## src/rtl/reciprocal_gen.sv

```systemverilog
// Serial restoring divider: recip_o = floor(65536/N), 17 cycles start-to-done, one request per 19 cycles; start_i is ignored while busy.
// Define RECIP_ROUND_EN for round-to-nearest: 18 iterations plus a guard bit, saturating at 17'h1FFFF.
module reciprocal_gen (
  input  logic        clk,
  input  logic        rst_n,
  input  logic        start_i,
  input  logic [15:0] n_i,
  output logic [16:0] recip_o,
  output logic        done_o,
  output logic        busy_o,
  output logic        dz_o
);

`ifdef RECIP_ROUND_EN
  localparam int QW = 18;
`else
  localparam int QW = 17;
`endif
  localparam logic [4:0] ITERS = 5'(QW);

  localparam logic [1:0] IDLE = 2'd0;
  localparam logic [1:0] CALC = 2'd1;
  localparam logic [1:0] DONE = 2'd2;

  logic [1:0]    state;
  logic [15:0]   nReg;
  logic [16:0]   rem;
  logic [QW-2:0] quo;
  logic [4:0]    iterCnt;

  logic          divBit;
  logic [16:0]   shifted;
  logic [16:0]   diff;
  logic          fits;
  logic [QW-1:0] quoNext;
  logic [16:0]   result;
`ifdef RECIP_ROUND_EN
  logic [17:0]   rounded;
`endif

  // The dividend is a single 1 followed by zeros, so only the first iteration shifts in a 1.
  always_comb begin
    divBit  = (iterCnt == ITERS);
    shifted = {rem[15:0], divBit};
    fits    = rem[16] | (shifted >= {1'b0, nReg});
    diff    = shifted - {1'b0, nReg};
    quoNext = {quo, fits};
`ifdef RECIP_ROUND_EN
    rounded = {1'b0, quoNext[17:1]} + 18'(quoNext[0]);
    result  = rounded[17] ? 17'h1FFFF : rounded[16:0];
`else
    result  = quoNext;
`endif
  end

  assign busy_o = (state == CALC);

  always_ff @(posedge clk or negedge rst_n) begin
    if (!rst_n) begin
      state   <= IDLE;
      nReg    <= '0;
      rem     <= '0;
      quo     <= '0;
      iterCnt <= '0;
      recip_o <= '0;
      done_o  <= 1'b0;
      dz_o    <= 1'b0;
    end else begin
      done_o <= 1'b0;
      case (state)
        IDLE: begin
          if (start_i) begin
            nReg    <= n_i;
            rem     <= '0;
            quo     <= '0;
            iterCnt <= ITERS;
            dz_o    <= (n_i == 16'd0);
            if (n_i == 16'd0) begin
              recip_o <= 17'h1FFFF;
              done_o  <= 1'b1;
              state   <= DONE;
            end else begin
              state <= CALC;
            end
          end
        end
        CALC: begin
          rem     <= fits ? diff : shifted;
          quo     <= quoNext[QW-2:0];
          iterCnt <= iterCnt - 5'd1;
          if (iterCnt == 5'd1) begin
            recip_o <= result;
            done_o  <= 1'b1;
            state   <= DONE;
          end
        end
        DONE:    state <= IDLE;
        default: state <= IDLE;
      endcase
    end
  end

endmodule

```

## config.mk

```make
export PLATFORM = sky130hd
export DESIGN_NAME = reciprocal_gen
export DESIGN_NICKNAME = d
export VERILOG_FILES = /design/src/rtl/reciprocal_gen.sv
export SDC_FILE = /design/constraint.sdc
export NUM_CORES = 1
export LEC_CHECK = 0
export ABC_AREA = 0
export CAP_MARGIN = 20
export CORE_AREA = 5 5 94 96
export DETAILED_ROUTE_END_ITERATION = 8
export DIE_AREA = 0 0 99 101
export GPL_ROUTABILITY_DRIVEN = 0
export PLACE_DENSITY = 0.81
export SYNTH_ARGS = -nofsm -noshare
export SYNTH_HDL_FRONTEND = slang
export SYNTH_SLANG_ARGS = --single-unit
```

## constraint.sdc

```tcl
create_clock -name clk -period 2.35 [get_ports clk]
set_input_delay 0.235 -clock clk [delete_from_list [all_inputs] [get_ports clk]]
set_output_delay 0.235 -clock clk [all_outputs]
set_load 0.02 [all_outputs]
```

# After elaboration in Yosys (flattened, before gate mapping)
# Index checks and enable logic that the tools add are counted.
[totals]
reg_bits = 75
input_bits = 19
output_inout_bits = 20
wordCells = 44
[classes]
addsub = 2
n_lt_le_gt_ge = 1
n_eq_ne = 6
muxes = 19
bitwise_logic = 1
n_reduce_logical = 7
[op_table]
columns = ["cell", "n"]
rows = [
  ["$mux 17", 5],
  ["$pmux 17 s2", 2],
  ["$pmux 16 s2", 1],
  ["$ge 17x16->1", 1],
  ["$sub 17x16->17", 1],
  ["$logic_not 16->1", 1],
  ["$mux 16", 1],
  ["$pmux 5 s2", 1],
  ["$mux 2", 3],
  ["$reduce_and 2->1", 3],
  ["$eq 5x1->1 const B", 1],
  ["$eq 5x5->1 const B", 1],
  ["$mux 5", 1],
  ["$sub 5x1->5 const B", 1],
  ["$ne 2x2->1 const B", 2],
  ["$pmux 2 s2", 1],
  ["$reduce_and 4->1", 1],
  ["$mux 1", 3],
  ["$eq 2x1->1 const B", 1],
  ["$logic_not 2->1", 1],
  ["$ne 2x1->1 const B", 1],
  ["$pmux 1 s2", 1],
  ["$reduce_bool 2->1", 1],
  ["$or 1x1->1", 1],
]

# Logic depth before layout (Yosys ltp)
# Gate-level depths: netlist of run 1.
[logic_depth]
word_depth = 5
mapped_depth = 12
depth_no_buf = 12

# Worst setup path before layout of run 1
# No wires, ideal clock.
[synth_path]
kind = "reg2reg"
from = "register iterCnt[2]"
to = "register rem[16]"
setup_time_ps = 122
arrival_time_ps = 2373
required_time_ps = 2228
setup_slack_ps = -144
path_stages_with_launch = 12
path_cell_list = "dfrtp_1 nor2_1 nand3_1 ha_1 fa_1 nand2b_1 a21oi_1 o2111ai_1 nand3_1 a31oi_1 xor2_1 a32o_1"
[synth_between]
elab_chain_len = 5
elab_cells_between_ends = 6
cone_classes = "add/sub (1); order compare (1); eq/ne (1); mux (2); bitwise (1)"
[synth_lines]
columns = ["element", "line_no", "rtl"]
rows = [
  ["start, declared", "29", "logic [4:0] iterCnt;"],
  ["start signal, assigned", "90", "iterCnt <= iterCnt - 5'd1;"],
  ["$eq 5x5->1 *", "43", "divBit = (iterCnt == ITERS);"],
  ["$ge 17x16->1", "45", "fits = rem[16] | (shifted >= {1'b0, nReg});"],
  ["$or 1x1->1", "45", ""],
  ["$mux 17 *", "88", "rem <= fits ? diff : shifted;"],
  ["$pmux 17 s2 *", "70", "case (state)"],
  ["end signal, assigned", "88", ""],
  ["end, declared", "27", "logic [16:0] rem;"],
]
# Mark *: on every way between the ends. The rest lies on a longest branch, timed or not.
# A chain may end at the register's enable or synchronous reset.

# Worst setup path in the final report of run 1
[layout_path]
from = "register iterCnt[1]"
to = "register rem[16]"
# The elaborated chain is that of the path after synthesis.

==> summary.md, run 1 <==
After detailed placement, the design holds a cell count of 589. The kind of cell adding the most delay to the critical path was adder cells. The via total after detailed routing is 3311. Cells fill 61.9% of the core in the end. The setup slack after placement is -0.0863 ns, and the average size of a mapped cell is 8.91 um^2. The tools report the arrival time at the worst endpoint as 2.66 ns. The detailed placer's ending HPWL is 6.17 mm. The total number of placement rows is 33, and the total buffers and inverters traversed by the critical path is 1. Clock-pin slew was measured on the worst setup and hold paths at 0.09 ns. STA classifies the critical path startpoint as a register.

The die covers 10000 um^2. The finished layout holds 611 standard cells, fillers aside. The count of port buffers added during placement works out to 38. The total overflow left after global routing is 0. The length in cells of the worst reg-to-reg path was 12; the number of buffers created by CTS was 9.

Among all flip-flop cells after synthesis, the most frequent one is sky130_fd_sc_hd__dfrtp_1. The first global-routing pass estimated 15.6 mm of wire. Across the run, the number of max-cap violations was 0. Entering global routing, the biggest net connects 51 pins.

The checks that failed: negative setup slack. The maximum fanout along the worst path was 2; the multi-input logic area was 2000 um^2. In the layout the commonest cells are sky130_fd_sc_hd__nand2_1 (101), sky130_fd_sc_hd__dfrtp_1 (75), sky130_fd_sc_hd__o21ai_0 (43).

The pre-antenna-repair detailed-routing pass consisted of 4 iterations. The standard cell core area was 7970 um^2; the detailed router's first-iteration violation count was 140. Setup repair after global routing could not meet its margin everywhere. Using the TritonRoute via totals, the vias-per-cell ratio works out to 5.42.

STA puts the critical path data required time at 2.60 ns. The logs give 0.00886 ns for the clock skew after layout and 0.415 GHz for the upper clock frequency limit. Setup violations remaining at the end of the flow were counted as 15.

By instance count, the cell type seen most on the critical path is sky130_fd_sc_hd__ha_4. The post-synthesis cell type count came out at 47. For this run, the total global-route usage over all layers was measured as 19.4%.

Counting flops with a built-in enable in the synthesized netlist gives 0. The final setup slack of the worst path is -0.0618 ns. The detail route stage leaves a number of antenna-violating nets equal to 0. Latest clock arrival within the worst-skew pair: 0.36 ns. The routed design has 9.11 mm of wire.

The number of levels the H-tree was split into was 3; the I/O pin count was 39. The run gives 47.5% as the part of the Yosys area used for sequential elements. The synthesized netlist occupies a cell area of 3950 um^2.

The critical setup path kind is register to register. In the final design database the tool counted 539 nets. The cell count along the critical path was 12; the final count of hold timing violations was 0. The repair_antennas step left the layout with diodes totalling 0. The flip-flop and latch count after synthesis works out to 75.

TritonCTS built the clock tree. Post-synthesis net count: 481. Traced cell by cell, the critical path runs through inv_2 > ha_4 > nand3_4 > ha_4 > fa_2 > nand2b_4 > a21oi_4 > o2111ai_1 > nand3_1 > a31oi_2 > xor2_1 > a32o_1. The run finished, with violations left. For the initial antenna violation count, the log shows 0.

The run gives 1880 um^2 as the area of all sequential standard cells. Cells with a size suffix above 1 make up 14.6% of the layout. The async set-reset flop share out of synthesis was 100%; the shortest period the worst path allows was 2.41 ns.

The filler cell count in the final layout is 650. The final max-slew violation count is 0, and the synthesized netlist cell count is 443. For this run, the slowest stage of the critical path takes 0.40 ns. The starting density of the core is 49.5%. The number of global-route vias before repair was 3404; the transition time of the tightest slew-check pin was 0.537 ns. Measured against its own limit, the worst slew margin works out to 64.2%. The endpoint kind of the worst setup timing path was a register. In this run the vertical extent of the chip is 101 um. Relative to the synthesized area, the layout overhead comes to 24.9%. The clock drives 75 sinks. The average routed wire per standard cell was 14.9 um. The floorplan step set the die width to 99 um. Leaving out fill and tap cells, the most frequent cell in the layout is sky130_fd_sc_hd__nand2_1.

The Yosys step of the flow raised 0 warnings. Counting along the longest clock path gives a buffer depth of 2. The largest individual stage delay along the critical path comes from the cell sky130_fd_sc_hd__dfrtp_1. The path class of the tightest hold or removal check is primary input to async pin. The cell sitting at the root of the clock tree is a sky130_fd_sc_hd__clkbuf_8. The final critical path takes up 103% of the cycle. In the routed design, unresolved DRC markers number 0.
[metal layers]
metal / share of wire, % / track usage (%)
met5: 0 / 0
met4: 1.5 / 7.46
met1: 44 / 24.2
met3: 4.7 / 3.94
met2: 50 / 33.2
[cell families after synthesis]
family,synth area share (%)
AOI/OAI and AO/OA,17.9
DFF,47.5
muxes,3.04
buffers and inverters,4.56
adders and majority gates,6.21
xor gates and xnor gates,2.88
and+or+nand+nor,17.9
[per-stage QoR]
| stage | hold slack, ns | cell area, um^2 | setup TNS, ns |
|---|---|---|---|
| floorplan | -0.0606 | 3970 | -0.0156 |
| global placement | 0.253 | 4590 | -0.0692 |
| detailed placement | 0.252 | 4590 | -0.424 |
| CTS | 0.411 | 4830 | -0.0598 |
| global route | 0.444 | 4930 | -2.64 |
| finish | 0.404 | 4930 | -0.487 |
[repair_timing]
action,CTS,global route
endpoints found under the setup margin,17,17
hold buffers,1,0
pin swaps,7,2
gates cloned,0,1
hold endpoints to repair,41,0
buffers inserted,1,3
resized for setup,8,10
[flip-flops by register name, summed over array words and instances, names as in the netlist]
register,cells
dz_o,1
iterCnt,5
state,2
rem,17
nReg,16
recip_o,17
quo,16
done_o,1
[worst reg2reg max path: stages, from the launching register on]
cell and delay, ns:
sky130_fd_sc_hd__dfrtp_1 0.40, sky130_fd_sc_hd__inv_2 0.08, sky130_fd_sc_hd__ha_4 0.14, sky130_fd_sc_hd__nand3_4 0.09, sky130_fd_sc_hd__ha_4 0.18, sky130_fd_sc_hd__fa_2 0.34, sky130_fd_sc_hd__nand2b_4 0.16, sky130_fd_sc_hd__a21oi_4 0.13
sky130_fd_sc_hd__o2111ai_1 0.11, sky130_fd_sc_hd__nand3_1 0.14, sky130_fd_sc_hd__a31oi_2 0.11, sky130_fd_sc_hd__xor2_1 0.16, sky130_fd_sc_hd__a32o_1 0.26
[layout make-up]
cell class / instances / area share, %
repair buffers: 68 / 13.2
inverters: 23 / 1.75
clock inverters: 7 / 1.19
multi-input cells: 324 / 40.6
clock buffers: 9 / 2.51
well taps: 105 / 2.66
flip-flops and latches: 75 / 38.1
[cells in the mapped netlist (all sizes together) (2+ instances only)]
cell,number,area share [%]
dfrtp,75,48
inv,23,2.2
a21oi,31,4.0
xnor2,7,1.6
buf,3,0.67
a211o,3,0.67
o221ai,2,0.44
nand4,2,0.32
and2,3,0.54
a21o,3,0.57
a221o,2,0.51
nor4,4,0.63
a31oi,3,0.48
mux2i,12,3.0
nand3,8,1.3
o21ai,56,7.1
xor2,6,1.3
clkbuf,18,1.7
nand2b,8,1.3
o211ai,4,1.1
nor2b,2,0.38
nand2,102,9.8
o21bai,2,0.38
ha,18,5.7
nor2,33,3.3
a22o,2,0.44
[final timing paths]
| kind | slack, ns | start | to |
|---|---|---|---|
| min in group clk | 0.46 | n_i[12] | nReg[12] |
| worst max-delay path | -0.06 | iterCnt[1] | rem[16] |
| worst min register to register | 0.48 | dz_o | dz_o |
| worst min-delay path | 0.40 | rst_n | nReg[9] |
| worst max register to register | -0.06 | iterCnt[1] | rem[16] |
| max in group asynchronous | 1.29 | rst_n | recip_o[4] |
Power of run 1 is left out: the tool's default activity adds up to more than one toggle a clock period on the data nets, which glitch-free logic cannot reach.
==> run 2: changes to the inputs <==
Settings changed: ABC_AREA 0 to 1, CORE_AREA 5 5 94 96 to 5 5 98 100, DIE_AREA 0 0 99 101 to 0 0 103 105, PLACE_DENSITY 0.81 to 0.8, RECOVER_POWER set to 25.
==> run 2 against run 1 <==
The flow finishes with violations (max-capacitance violations, max-slew violations). Design area grew 3.9%. Critical path depth grew 3. Flip-flop and latch count is the same. Worst setup slack gained 0.26 ns. Via count grew 14%. Clock skew grew 0.0041 ns. Hold slack lost 0.038 ns. Sequential share of layout area shrank 1.4 points. Fmax grew 12%. Global-route usage grew 0.26 points. Cell count grew 17%. Non-clock buffer count shrank 22. Largest cell class unchanged. Highest routed layer unchanged.
==> summary.md, run 2 <==
The remaining number of nets flagged by the antenna check after routing is 0 (unchanged), and the maximum fanout along the worst path is 3 (was 2). The period utilization is 91.7% (was 103%). The area growth from synthesis to final layout is 18.3% (was 24.9%), and the upper clock frequency limit is 0.464 GHz (was 0.415 GHz). For the number of global-route vias before repair, the log shows 3756 (was 3404). The tools report the total number of placement rows as 34 (was 33). For the clock skew after layout, the log shows 0.0129 ns (was 0.00886 ns). The cell with the most instances after synthesis was sky130_fd_sc_hd__nand2_1 (unchanged).

The tools report the element type at the critical path start as a register (unchanged). For the met3 routed wirelength, the log shows 568 um (was 425 um). The number of vias per cell was 5.31 (was 5.42).

The final count of hold timing violations came out at 0 (unchanged). The shortest period the worst path allows was 2.15 ns (was 2.41 ns); the number of enable-type register cells in the synthesized netlist was 0 (unchanged). The relative slew slack is -20.1% (was 64.2%), and the ratio of cells with drive above 1 in the final layout is 10.4% (was 14.6%).

Largest registers ranked by flip-flop count: recip_o: 17 flops, rem: 17 flops (unchanged). The average routed wire per standard cell was 13.8 um (was 14.9 um). The run gives 0 (unchanged) as the remaining global-route overflow. Crit path cell chain: inv_1 > ha_4 > nand3_1 > ha_2 > fa_2 > buf_4 > inv_1 > nand2_1 > nand3_2 > nand2_1 > nand2_1 > nand2_1 > nand2_1 > nand3_2 > nand3_1 (was inv_2 > ha_4 > nand3_4 > ha_4 > fa_2 > nand2b_4 > a21oi_4 > o2111ai_1 > nand3_1 > a31oi_2 > xor2_1 > a32o_1).

The area enclosed by the die boundary was 10800 um^2 (was 10000 um^2). The run gives 76 (was 51) as the pin count of the biggest net entering global routing. Failing checks: max-capacitance violations, max-slew violations (was negative setup slack). The setup TNS was 0 ns (was -0.487 ns). The average size of a mapped cell is 7.73 um^2 (was 8.91 um^2), and the post-synthesis net count is 598 (was 481). The dominant cell type by count on the critical path was sky130_fd_sc_hd__nand2_1 (was sky130_fd_sc_hd__ha_4).

For the number of buffers created by CTS, the log shows 9 (unchanged). The reg-to-reg critical path startpoint was iterCnt[1] (unchanged). For the number of levels the H-tree was split into, the log shows 3 (unchanged). For the starting density of the core, the log shows 50.4% (was 49.5%).

The total number of nets in the final design was 638 (was 539); the count of port buffers added during placement was 38 (unchanged). For the antenna cell count, the log shows 0 (unchanged). The tools report the endpoint kind of the worst setup timing path as a register (unchanged).

The run gives 3789 (was 3311) as the via total after detailed routing. The clock transition at the registers of the reported paths is 0.09 ns (about the same), and the async set-reset flop share out of synthesis is 100% (unchanged). Top layer used by detailed routing: met4 (unchanged).

The data required time at the worst endpoint was 2.63 ns (was 2.60 ns). Commonest cells after routing, fill and taps aside: sky130_fd_sc_hd__nand2_1 (170), sky130_fd_sc_hd__inv_1 (86), sky130_fd_sc_hd__dfrtp_1 (75) (was sky130_fd_sc_hd__nand2_1 (101), sky130_fd_sc_hd__dfrtp_1 (75), sky130_fd_sc_hd__o21ai_0 (43)). The total setup violations reported at the end of the flow was 0 (was 15). The area share of the leading cell type in the synthesized netlist is 43.4% (was 47.5%), and the synthesized netlist cell count is 560 (was 443). The count of TritonRoute iterations in the first routing pass is 5 (was 4). The length in cells of the worst reg-to-reg path was 15 (was 12).

The global router's overall resource usage was 19.7% (was 19.4%). For the I/O pin count, the log shows 39 (unchanged). Netlist area before placement: 4330 um^2 (was 3950 um^2). The tools report the global-route wire length before repair as 17.2 mm (was 15.6 mm). The run gives 0 (unchanged) as the count of synthesis-stage warnings from yosys. Dominant synthesized flop cell: sky130_fd_sc_hd__dfrtp_1 (unchanged). The detailed placer's ending HPWL was 7.08 mm (was 6.17 mm); the post-synthesis cell type count was 33 (was 47). The tools report the critical path launch point as iterCnt[1] (unchanged).

TritonCTS built the clock tree. The tools report the filler cell count in the final layout as 740 (was 650). The met2 wire length is 4.95 mm (was 4.56 mm).

Most frequent cells after synthesis: sky130_fd_sc_hd__nand2_1 (171), sky130_fd_sc_hd__inv_1 (86), sky130_fd_sc_hd__dfrtp_1 (75) (was sky130_fd_sc_hd__nand2_1 (101), sky130_fd_sc_hd__dfrtp_1 (75), sky130_fd_sc_hd__o21ai_0 (44)). The met1 routed wirelength after detailed routing is 4.12 mm (was 3.98 mm). The tools report the number of clock sinks seen by CTS as 75 (unchanged). The standard cell core area is 8590 um^2 (was 7970 um^2). The commonest non-fill, non-tap cell in the layout is sky130_fd_sc_hd__nand2_1 (unchanged). The tools report the library cell used as clock root buffer as sky130_fd_sc_hd__clkbuf_8 (unchanged).

The transition time of the tightest slew-check pin was 1.80 ns (was 0.537 ns). Setup repair after global routing left no endpoint under its margin. The delay of the slowest cell on the worst path was 0.38 ns (was 0.40 ns); the detailed router's first-iteration violation count was 235 (was 140). Die height: 105 um (was 101 um). The wire length after detailed routing is 9.83 mm (was 9.11 mm). The run finished, with violations left. The final max-slew violation count is 76 (was 0), and the die span in x is 103 um (was 99 um).

The logs give 1 (was 0) for the count of max-cap constraint violations and 2 (unchanged) for the buffer levels on the longest clock path. The latest clock arrival within the worst-skew pair is 0.35 ns (was 0.36 ns). The critical setup path kind was register to register (unchanged). The DRC violation count after routing was 0 (unchanged).

Synth area leaders: sky130_fd_sc_hd__dfrtp_1 (43%), sky130_fd_sc_hd__nand2_1 (15%), sky130_fd_sc_hd__inv_1 (7.5%) (was sky130_fd_sc_hd__dfrtp_1 (48%), sky130_fd_sc_hd__nand2_1 (9.6%), sky130_fd_sc_hd__ha_1 (5.7%)). The class of the worst hold path is primary input to async pin (unchanged). The library cell with the largest summed area after synthesis is sky130_fd_sc_hd__dfrtp_1 (unchanged). The slowest cell on the critical path was sky130_fd_sc_hd__dfrtp_1 (unchanged). The part of the Yosys area used for sequential elements is 43.4% (was 47.5%). The arrival time at the worst endpoint is 2.44 ns (was 2.66 ns). For the initial antenna violation count, the log shows 0 (unchanged).

The flip-flop and latch count after synthesis was 75 (unchanged); the post-layout utilization of the core was 59.6% (was 61.9%).
-- run 2: routing by layer --
| metal | track usage [%] | vias up |
|---|---|---|
| met5 | 0 | - |
| met4 | 6.66 | 0 |
| met3 | 3.33 | 21 |
| met2 | 33.5 | 130 |
| met1 | 25.0 | 1766 |
| li1 | - | 1872 |
-- run 2: critical path: cells and delay by family (launching register included) --
kind	cells	cell delay [ns]
adders and majority gates	3	0.71
and+or+nand+nor	9	0.68
DFF	1	0.38
buffers and inverters	3	0.34
-- run 2: final cells by class --
cell class | instances | area, um^2 | share of cell area [%]
Multi-Input combinational cell | 377 | 2070 | 40.4
Sequential cell | 75 | 1880 | 36.6
Timing Repair Buffer | 46 | 435 | 8.50
Inverter | 91 | 342 | 6.67
Clock inverter | 6 | 138 | 2.69
Tap cell | 108 | 135 | 2.64
Clock buffer | 10 | 128 | 2.49
-- run 2: cells by family (layout without fill, tap and decap cells) --
logic type	after synthesis	after routing	synth area share, %
flops	75	75	43.4
fa+ha+maj	19	19	5.66
compound gates	67	67	8.53
simple gates	282	283	30.5
mux	1	1	0.231
xor+xnor	7	7	1.42
buf+inv	109	153	10.3
-- run 2: what timing repair did --
action | 4_1_cts | 5_1_grt
gates cloned | 0 | 1
pin swaps | 1 | 2
buffers inserted | 2 | 0
endpoints found under the setup margin | 1 | 19
gates resized for setup | 1 | 10
hold endpoints to repair | 0 | 0
hold buffers | 0 | 0
-- run 2: worst paths after layout --
path	endpoint	slack [ns]
worst max-delay path	rem[14]	0.20
worst min-delay path	recip_o[11]	0.37
worst max register to register	rem[14]	0.20
worst min register to register	recip_o[7]	0.47
max in group asynchronous	rem[13]	0.92
min in group clk	nReg[0]	0.45
-- run 2: per-stage QoR --
| stage | std cells | setup slack (ns) | cell area, um^2 | hold slack, ns |
|---|---|---|---|---|
| after floorplan | 560 | 0.189 | 4330 | -0.0606 |
| after global placement | 694 | 0.108 | 4790 | 0.427 |
| after detailed placement | 694 | 0.00447 | 4790 | 0.435 |
| after CTS | 712 | 0.00330 | 5080 | 0.0596 |
| after global routing | 713 | 0.0158 | 5120 | 0.456 |
| final | 713 | 0.195 | 5120 | 0.366 |
Power of run 2 is left out for the same reason.
